$ cat config.mk
export PLATFORM = sky130hd
export DESIGN_NAME = mac_accumulate_stage
export DESIGN_NICKNAME = d
export VERILOG_FILES = /design/src/rtl/mac_pkg.sv /design/src/rtl/mac_accumulate_stage_wtm.sv /design/src/rtl/mac_accumulate_stage.sv
export SDC_FILE = /design/constraint.sdc
export NUM_CORES = 1
export LEC_CHECK = 0
export BUFFER_PORTS_ARGS = -buffer_cell sky130_fd_sc_hd__buf_4
export CAP_MARGIN = 30
export CORE_MARGIN = 2
export CORE_UTILIZATION = 42
export DETAILED_ROUTE_END_ITERATION = 8
export PLACE_DENSITY = 0.57
export SLEW_MARGIN = 15
export SYNTH_ARGS = -nofsm -noshare
export SYNTH_HDL_FRONTEND = slang
export SYNTH_SLANG_ARGS = --single-unit
$ cat constraint.sdc
create_clock -name clock -period 13 [get_ports clock]
set_clock_uncertainty 0.15 [all_clocks]
set_input_delay 1.3 -clock clock [delete_from_list [all_inputs] [get_ports clock]]
set_output_delay 1.3 -clock clock [all_outputs]
set_load 0.01 [all_outputs]
$ cat src/rtl/mac_pkg.sv
// Shared constants and types for the MAC accumulate stage.
package mac_pkg;

  localparam int OP_W   = 5;
  localparam int PROD_W = 10;

  typedef enum logic [1:0] {
    ACCUM,
    DRAIN,
    DONE
  } state_e;

  function automatic int cnt_w(input int n);
    return $clog2(n + 1);
  endfunction

endpackage

$ cat src/rtl/mac_accumulate_stage_wtm.sv
// Combinational 5x5 unsigned Wallace tree multiplier.
module wtm
  import mac_pkg::*;
(
  input  logic [OP_W-1:0]   a,
  input  logic [OP_W-1:0]   b,
  output logic [PROD_W-1:0] p,
  output logic              cout
);

  localparam int W = PROD_W + 1;

  function automatic logic [2*W-1:0] csa(
    input logic [W-1:0] x,
    input logic [W-1:0] y,
    input logic [W-1:0] z
  );
    logic [W-1:0] s;
    logic [W-1:0] c;
    s = x ^ y ^ z;
    c = ((x & y) | (x & z) | (y & z)) << 1;
    return {c, s};
  endfunction

  logic [W-1:0] pp [OP_W];
  logic [W-1:0] s0, c0, s1, c1, s2, c2;
  logic [W-1:0] tot;

  always_comb begin
    for (int i = 0; i < OP_W; i++) begin
      pp[i] = W'(a & {OP_W{b[i]}}) << i;
    end
  end

  // Three 3:2 levels reduce five rows to two, then one final add.
  always_comb begin
    {c0, s0} = csa(pp[0], pp[1], pp[2]);
    {c1, s1} = csa(pp[3], pp[4], s0);
    {c2, s2} = csa(c0, c1, s1);
    tot      = s2 + c2;
    p        = tot[PROD_W-1:0];
    cout     = tot[W-1];
  end

endmodule

$ cat src/rtl/mac_accumulate_stage.sv
// Multiply-accumulate stage: sums N_TERMS wtm products per result.
// Define MAC_ACC_SAT_EN to saturate instead of wrap on overflow.
module mac_accumulate_stage
  import mac_pkg::*;
#(
  parameter int N_TERMS = 4,
  parameter int ACC_W   = 12
) (
  input  logic             clock,
  input  logic             reset_n,
  input  logic [OP_W-1:0]  in_a,
  input  logic [OP_W-1:0]  in_b,
  input  logic             in_valid,
  output logic             in_ready,
  input  logic             flush,
  output logic [ACC_W-1:0] out_sum,
  output logic             out_ovf,
  output logic             out_valid,
  input  logic             out_ready
);

  localparam int CW = cnt_w(N_TERMS);
  localparam int SW = ACC_W + 1;
  localparam logic [CW-1:0] LAST = CW'(N_TERMS - 1);

  state_e          state_q, state_d;
  logic [CW-1:0]   cnt_q, cnt_d;
  logic [OP_W-1:0] a_q, a_d;
  logic [OP_W-1:0] b_q, b_d;
  logic            v1_q, v1_d;
  logic [ACC_W-1:0] acc_q, acc_d;
  logic            ovf_q, ovf_d;

  logic [PROD_W-1:0] prod;
  logic              unused_cout;
  logic [SW-1:0]     sum_ext;
  logic              accept;

  wtm u_wtm (
    .a    (a_q),
    .b    (b_q),
    .p    (prod),
    .cout (unused_cout)
  );

  assign in_ready  = (state_q == ACCUM);
  assign out_valid = (state_q == DONE);
  assign out_sum   = acc_q;
  assign out_ovf   = ovf_q;
  assign accept    = in_valid && in_ready;
  assign sum_ext   = {1'b0, acc_q} + SW'(prod);

  always_comb begin
    state_d = state_q;
    cnt_d   = cnt_q;
    a_d     = a_q;
    b_d     = b_q;
    v1_d    = accept;
    acc_d   = acc_q;
    ovf_d   = ovf_q;

    if (accept) begin
      a_d = in_a;
      b_d = in_b;
    end

    if (v1_q) begin
      acc_d = sum_ext[ACC_W-1:0];
      if (sum_ext[ACC_W]) begin
        ovf_d = 1'b1;
`ifdef MAC_ACC_SAT_EN
        acc_d = '1;
`endif
      end
    end

    unique case (state_q)
      ACCUM: begin
        if (accept) begin
          cnt_d = cnt_q + 1'b1;
          if (cnt_q == LAST) state_d = DRAIN;
        end
      end
      // Last product is still in the operand regs until v1 clears.
      DRAIN: begin
        if (!v1_q) state_d = DONE;
      end
      DONE: begin
        if (out_ready) begin
          acc_d   = '0;
          ovf_d   = 1'b0;
          cnt_d   = '0;
          state_d = ACCUM;
        end
      end
      default: state_d = ACCUM;
    endcase

    if (flush) begin
      acc_d   = '0;
      ovf_d   = 1'b0;
      cnt_d   = '0;
      v1_d    = 1'b0;
      state_d = ACCUM;
    end
  end

  always_ff @(posedge clock) begin
    if (!reset_n) begin
      state_q <= ACCUM;
      cnt_q   <= '0;
      a_q     <= '0;
      b_q     <= '0;
      v1_q    <= 1'b0;
      acc_q   <= '0;
      ovf_q   <= 1'b0;
    end else begin
      state_q <= state_d;
      cnt_q   <= cnt_d;
      a_q     <= a_d;
      b_q     <= b_d;
      v1_q    <= v1_d;
      acc_q   <= acc_d;
      ovf_q   <= ovf_d;
    end
  end

endmodule

After elaboration in Yosys (flattened, before gate mapping)
Cells that the tools add are included.

storage, ports and cells
  input port bits = 15
  bits in registers = 29
  output and inout bits = 15
  word-level logic and storage cells = 65

operators by class
  reduce and logical (&&, ||, !) cells = 6
  muxes and demuxes = 15
  bitwise logic cells = 27
  $add $sub $neg = 3
  eq/ne operators = 7

operator list
  cell                 number
  $or 9x9->9           5
  $and 9x9->9          4
  $mux 12              3
  $and 5x5->5          5
  $xor 10x10->10       2
  $and 8x9->9          2
  $add 12x10->13       1
  $add 10x10->10       1
  $xor 9x10->10        1
  $or 9x7->9           1
  $xor 8x9->9          1
  $mux 2               4
  $and 5x7->7          1
  $and 6x7->7          1
  $xor 6x7->7          1
  $and 5x6->6          1
  $mux 3               2
  $ne 2x1->1 const B   3
  $pmux 2 s3           1
  $pmux 3 s2           1
  $xor 5x6->6          1
  $mux 1               4
  $reduce_and 4->1     1
  $add 3x1->3 const B  1
  10 further kinds     10

Logic depth before layout (Yosys ltp)
  depth in word-level cells = 15
  depth in mapped cells = 20

By module
From an unflattened synthesis, not the netlist that was laid out.

second synthesis, totals
  cell total of the unflattened synthesis = 275
  area total of the unflattened synthesis = 2334.7 um^2

modules (own cells, without submodules)
  module                area an instance (um^2)  times used  cells each
  mac_accumulate_stage  1617.8                   1           189
  wtm                   716.9                    1           86

Least setup slack after synthesis
Ideal clock, no wire load.

  path type = reg2reg
  start point = register b_q[0]
  end point = register acc_q[10] (netlist: out_sum[10])
  clock period less this slack = 4570 ps
  setup time = 60 ps
  stages on the path, launching flop included = 20
  arrival time = 4360 ps
  setup slack = 8430 ps
  cell sequence = dfxtp_1 > and2_1 > fa_1 > inv_1 > fa_1 > inv_1 > fa_1 > inv_1 > fa_1 > nor2b_1 > o21ai_1 > a21boi_1 > nor4_1 > a311o_1 > ha_1 > a21oi_1 > o21ai_1 > or3_1 > o311a_1 > nand2_1

on the way
  cells in the longest elaborated chain, start to end = 14
  elaborated cells between the ends (all ways) = 24
  classes of those cells = add/sub: 2; mux: 3; bitwise: 19

RTL lines
  what                     line                            RTL
  from (decl)              mac_accumulate_stage.sv:29      logic [OP_W-1:0] b_q, b_d;
  from (signal assigned)   mac_accumulate_stage.sv:113     b_q <= '0;
  from (signal assigned)   mac_accumulate_stage.sv:121     b_q <= b_d;
  $and 5x5->5 *            mac_accumulate_stage_wtm.sv:31  pp[i] = W'(a & {OP_W{b[i]}}) << i;
  $xor 5x6->6              mac_accumulate_stage_wtm.sv:20  s = x ^ y ^ z;
  $xor 6x7->7              mac_accumulate_stage_wtm.sv:20
  $and 8x9->9              mac_accumulate_stage_wtm.sv:21  c = ((x & y) | (x & z) | (y & z)) << 1;
  $or 9x9->9 (2 in a row)  mac_accumulate_stage_wtm.sv:21
  $and 9x9->9              mac_accumulate_stage_wtm.sv:21
  $or 9x9->9 (2 in a row)  mac_accumulate_stage_wtm.sv:21
  $add 10x10->10 *         mac_accumulate_stage_wtm.sv:40  tot = s2 + c2;
  $add 12x10->13 *         mac_accumulate_stage.sv:51      assign sum_ext = {1'b0, acc_q} + SW'(prod);
  $mux 12 *                mac_accumulate_stage.sv:67      if (v1_q) begin
  $mux 12                  mac_accumulate_stage.sv:89      if (out_ready) begin
  $mux 12 *                mac_accumulate_stage.sv:77      unique case (state_q)
  to (signal assigned)     mac_accumulate_stage.sv:115     acc_q <= '0;
  to (signal assigned)     mac_accumulate_stage.sv:123     acc_q <= acc_d;
  to (decl)                mac_accumulate_stage.sv:31      logic [ACC_W-1:0] acc_q, acc_d;

Mark *: on every way between the ends. The rest lies on a longest branch, timed or not.
A chain may end at the register's enable or synchronous reset.

Final worst setup path
Same ends and word-level chain as after synthesis.

==> results.sh <==
export IMPL_cts_sinks=29
export IMPL_cts_resized=0
export IMPL_hold_buffers=0
export IMPL_htreeDepth=2
export IMPL_multi_input_area_um2=1600
export IMPL_min_period_ns=4.81
export IMPL_cts_setup_buffers=0
export IMPL_stdcell_area_um2=2690
export IMPL_place_congestion=0.767
export IMPL_port_buffers=29
export IMPL_use_met1=0.213
export IMPL_cts_buffers_inserted=5
export IMPL_end_kind="register"
export IMPL_die_y_um=78.0
export IMPL_drive_gt1_frac=0.128
export IMPL_hold_depth=2
export IMPL_syn_area_um2=2300
export IMPL_via_per_inst=5.13
export IMPL_setup_tns_ns=0
export IMPL_cts_max_path_buffers=2
export IMPL_drtAntennaViolNets=0
export IMPL_min_delay_start="cnt_q[2]"
export IMPL_path_cells="and2_1 > fa_1 > inv_1 > fa_1 > inv_1 > fa_1 > inv_1 > fa_1 > nor2b_1 > o21ai_1 > a21boi_1 > nor4_1 > a311o_1 > ha_1 > a21oi_1 > o21ai_1 > or3_1 > o311a_1 > nand2_1"
export IMPL_reg2reg_to="out_sum[10]"
export IMPL_via_count=1920
export IMPL_ys_types=44
export IMPL_ys_ff_latch=29
export IMPL_grt_start_max_net_pins=18
export IMPL_placementRows=26
export IMPL_finalNetCount=356
export IMPL_max_freq_mhz=208
export IMPL_worstSetupPathType="reg2reg"
export IMPL_dp_slack_ns=8.19
export IMPL_finalHoldViolCount=0
export IMPL_grt_pass1_wl_mm=7.82
export IMPL_synthArstFlopShare=0
export IMPL_grt_use_met2=0.250
export IMPL_drt_pass1_iterations=4
export IMPL_fin_crit_sh=0.370
export IMPL_hold_end="cnt_q[2]"
export IMPL_fillers=523
export IMPL_setup_ws_ns=8.19
export IMPL_cp_slowest_cell="fa_1"
export IMPL_outcome="finished clean"
export IMPL_n_antenna_cell=0
export IMPL_ys_warn_count=0
export IMPL_top_usage_layer="met2"
export IMPL_dp_hpwl_mm=3.55
export IMPL_hp_class="reg2reg"
export IMPL_crit_top_cell="fa_1"
export IMPL_synth_enable_flop_cells=0
export IMPL_grt_overflow=0
export IMPL_grt_pass1_vias=1737
export IMPL_synth_seq_area_share=0.252
export IMPL_grt_usage=0.160
export IMPL_tightest_slew_ns=0.945
export IMPL_synth_flop_cell="dfxtp_1"
export IMPL_r2r_slack_ns=8.19
export IMPL_p_per_area_nw_per_um2=79.6
export IMPL_fp_dieW_um=78.0
export IMPL_fp_coreArea_um2=5200
export IMPL_drv_slew=0
export IMPL_rr_worst_depth=19
export IMPL_p_leak_nw=1.24
export IMPL_routedWlPerCell_um=12.4
export IMPL_startpoint_type="register"
export IMPL_drc=0
export IMPL_met3_usage=0.0414
export IMPL_cp_required_ns=13.08
export IMPL_slew_headroom=0.370
export IMPL_dp_cells=366
export IMPL_cts_tree="done"
export IMPL_area_delta_synth_final_pct=16.9
export IMPL_drt_first_iter_violations=52
export IMPL_mappedNetlistNets=329
export IMPL_worstPathMaxFanout=6
export IMPL_cts_root_buffer="clkbuf_8"
export IMPL_io_pins=30
export IMPL_final_core_util=0.517
export IMPL_rsz0062_at_grt="no"
export IMPL_timing_rr_start="b_q[0]"
export IMPL_routed_wirelength_mm=4.62
export IMPL_synth_cells=276
export IMPL_synth_area_per_cell_um2=8.34
export IMPL_worstPathArrival_ns=4.89
export IMPL_start_util=0.442
export IMPL_critPathMaxStageDelay_ns=0.53
export IMPL_maxCapViolCount=0
export IMPL_place_area_um2=2570
export IMPL_setup_viol_count_final=0
export IMPL_dieArea_um2=6090
export IMPL_fin_cells=374
export IMPL_clk_latency_ns=0.29
export IMPL_ir_drop_mv=0.0442
export IMPL_antenna_found_initial=0
export IMPL_seq_area_um2=581
export IMPL_cts_clk_slew_worst_paths_ns=0.07
-- kinds of logic after synthesis --
| kind of cell | count (synthesis) | synth area share |
|---|---|---|
| buffers and inverters | 31 | 0.0506 |
| xor gates and xnor gates | 6 | 0.0228 |
| AOI/OAI and AO/OA | 59 | 0.182 |
| DFF | 29 | 0.252 |
| muxes | 5 | 0.0218 |
| and+or+nand+nor | 108 | 0.228 |
| adders and majority gates | 38 | 0.243 |
-- final cells by class --
cell class / instances / share of cell area
clock buffers: 7 / 0.0321
well taps: 70 / 0.0326
inverters: 22 / 0.0307
multi-input cells: 216 / 0.597
clock inverters: 1 / 0.0112
repair buffers: 29 / 0.0810
flip-flops and latches: 29 / 0.216
-- per-stage QoR --
| step | hold WS, ns | total power, mW |
|---|---|---|
| finish | 0.331 | 0.214 |
| global route | 0.369 | 0.224 |
| CTS | 0.338 | 0.217 |
| detailed placement | 0.329 | 0.118 |
| global placement | 0.313 | 0.118 |
| floorplan | 0.296 | 0.110 |
-- worst max path at each step --
stage	start	endpoint	slack [ns]	cells past startpoint
after CTS	b_q[0]	out_sum[10]	8.17	19
after global routing	b_q[0]	out_sum[10]	7.91	19
final	b_q[0]	out_sum[10]	8.19	19
after floorplan	b_q[0]	out_sum[10]	8.43	19
after global placement	b_q[0]	out_sum[10]	8.27	19
after detailed placement	b_q[0]	out_sum[10]	8.19	19
-- Yosys cell counts, drive strengths merged, types with 3 or more instances --
cell / instances / area share
nor3: 3 / 0.0065
inv: 22 / 0.036
nand2: 40 / 0.065
nand3: 10 / 0.022
dfxtp: 29 / 0.25
and2: 19 / 0.052
o21a: 4 / 0.013
a21o: 3 / 0.0098
a211oi: 3 / 0.0098
ha: 27 / 0.15
a21oi: 13 / 0.028
nor4: 3 / 0.0082
nor2: 19 / 0.031
a21boi: 11 / 0.036
clkbuf: 9 / 0.015
nor2b: 4 / 0.014
fa: 11 / 0.096
xnor2: 4 / 0.015
o21ai: 7 / 0.015
mux2i: 5 / 0.022
a31oi: 3 / 0.0082
nand2b: 3 / 0.0082
-- registers in the layout (all words and copies together) (netlist names) --
| name | cells |
|---|---|
| out_ovf | 1 |
| b_q | 5 |
| cnt_q | 3 |
| out_sum | 12 |
| a_q | 5 |
| state_q | 2 |
| v1_q | 1 |
-- worst max-delay path: cells and delay by family (launching register included) --
kind	cells	cell delay, ns
fa+ha+maj	5	2.26
flops	1	0.35
buf+inv	3	0.16
compound gates	6	1.04
simple gates	5	0.81
-- per-layer routing --
metal  share of wire  up-vias
met5               0        -
met4           0.017        0
met3           0.032        8
met2            0.45       22
met1            0.50      890
li1                -     1000
-- power breakdown --
group	switching (mW)	leakage, nW	total [mW]	internal, mW
sequential	0.00340	0.236	0.0944	0.0910
combinational	0.0109	0.950	0.0207	0.00979
clock	0.0364	0.0585	0.0988	0.0625
total	0.0507	1.24	0.214	0.163
-- layout by cell type, fill, tap and decap left out, drive strengths merged, types with 2 or more instances in the layout --
cell	n
o211ai	2
o21ai	7
ha	27
o21a	4
nor3	3
a21oi	13
nand3	10
nand4	2
o31a	2
buf	29
nand2	40
inv	22
a31oi	3
fa	11
xor2	2
a211oi	3
and2	19
mux2i	5
o31ai	2
xnor2	4
clkbuf	7
nor2b	4
nand2b	3
nor4	3
a21boi	11
a21o	3
dfxtp	29
nor2	19
Note: power is estimated with default switching activity, not from simulation.
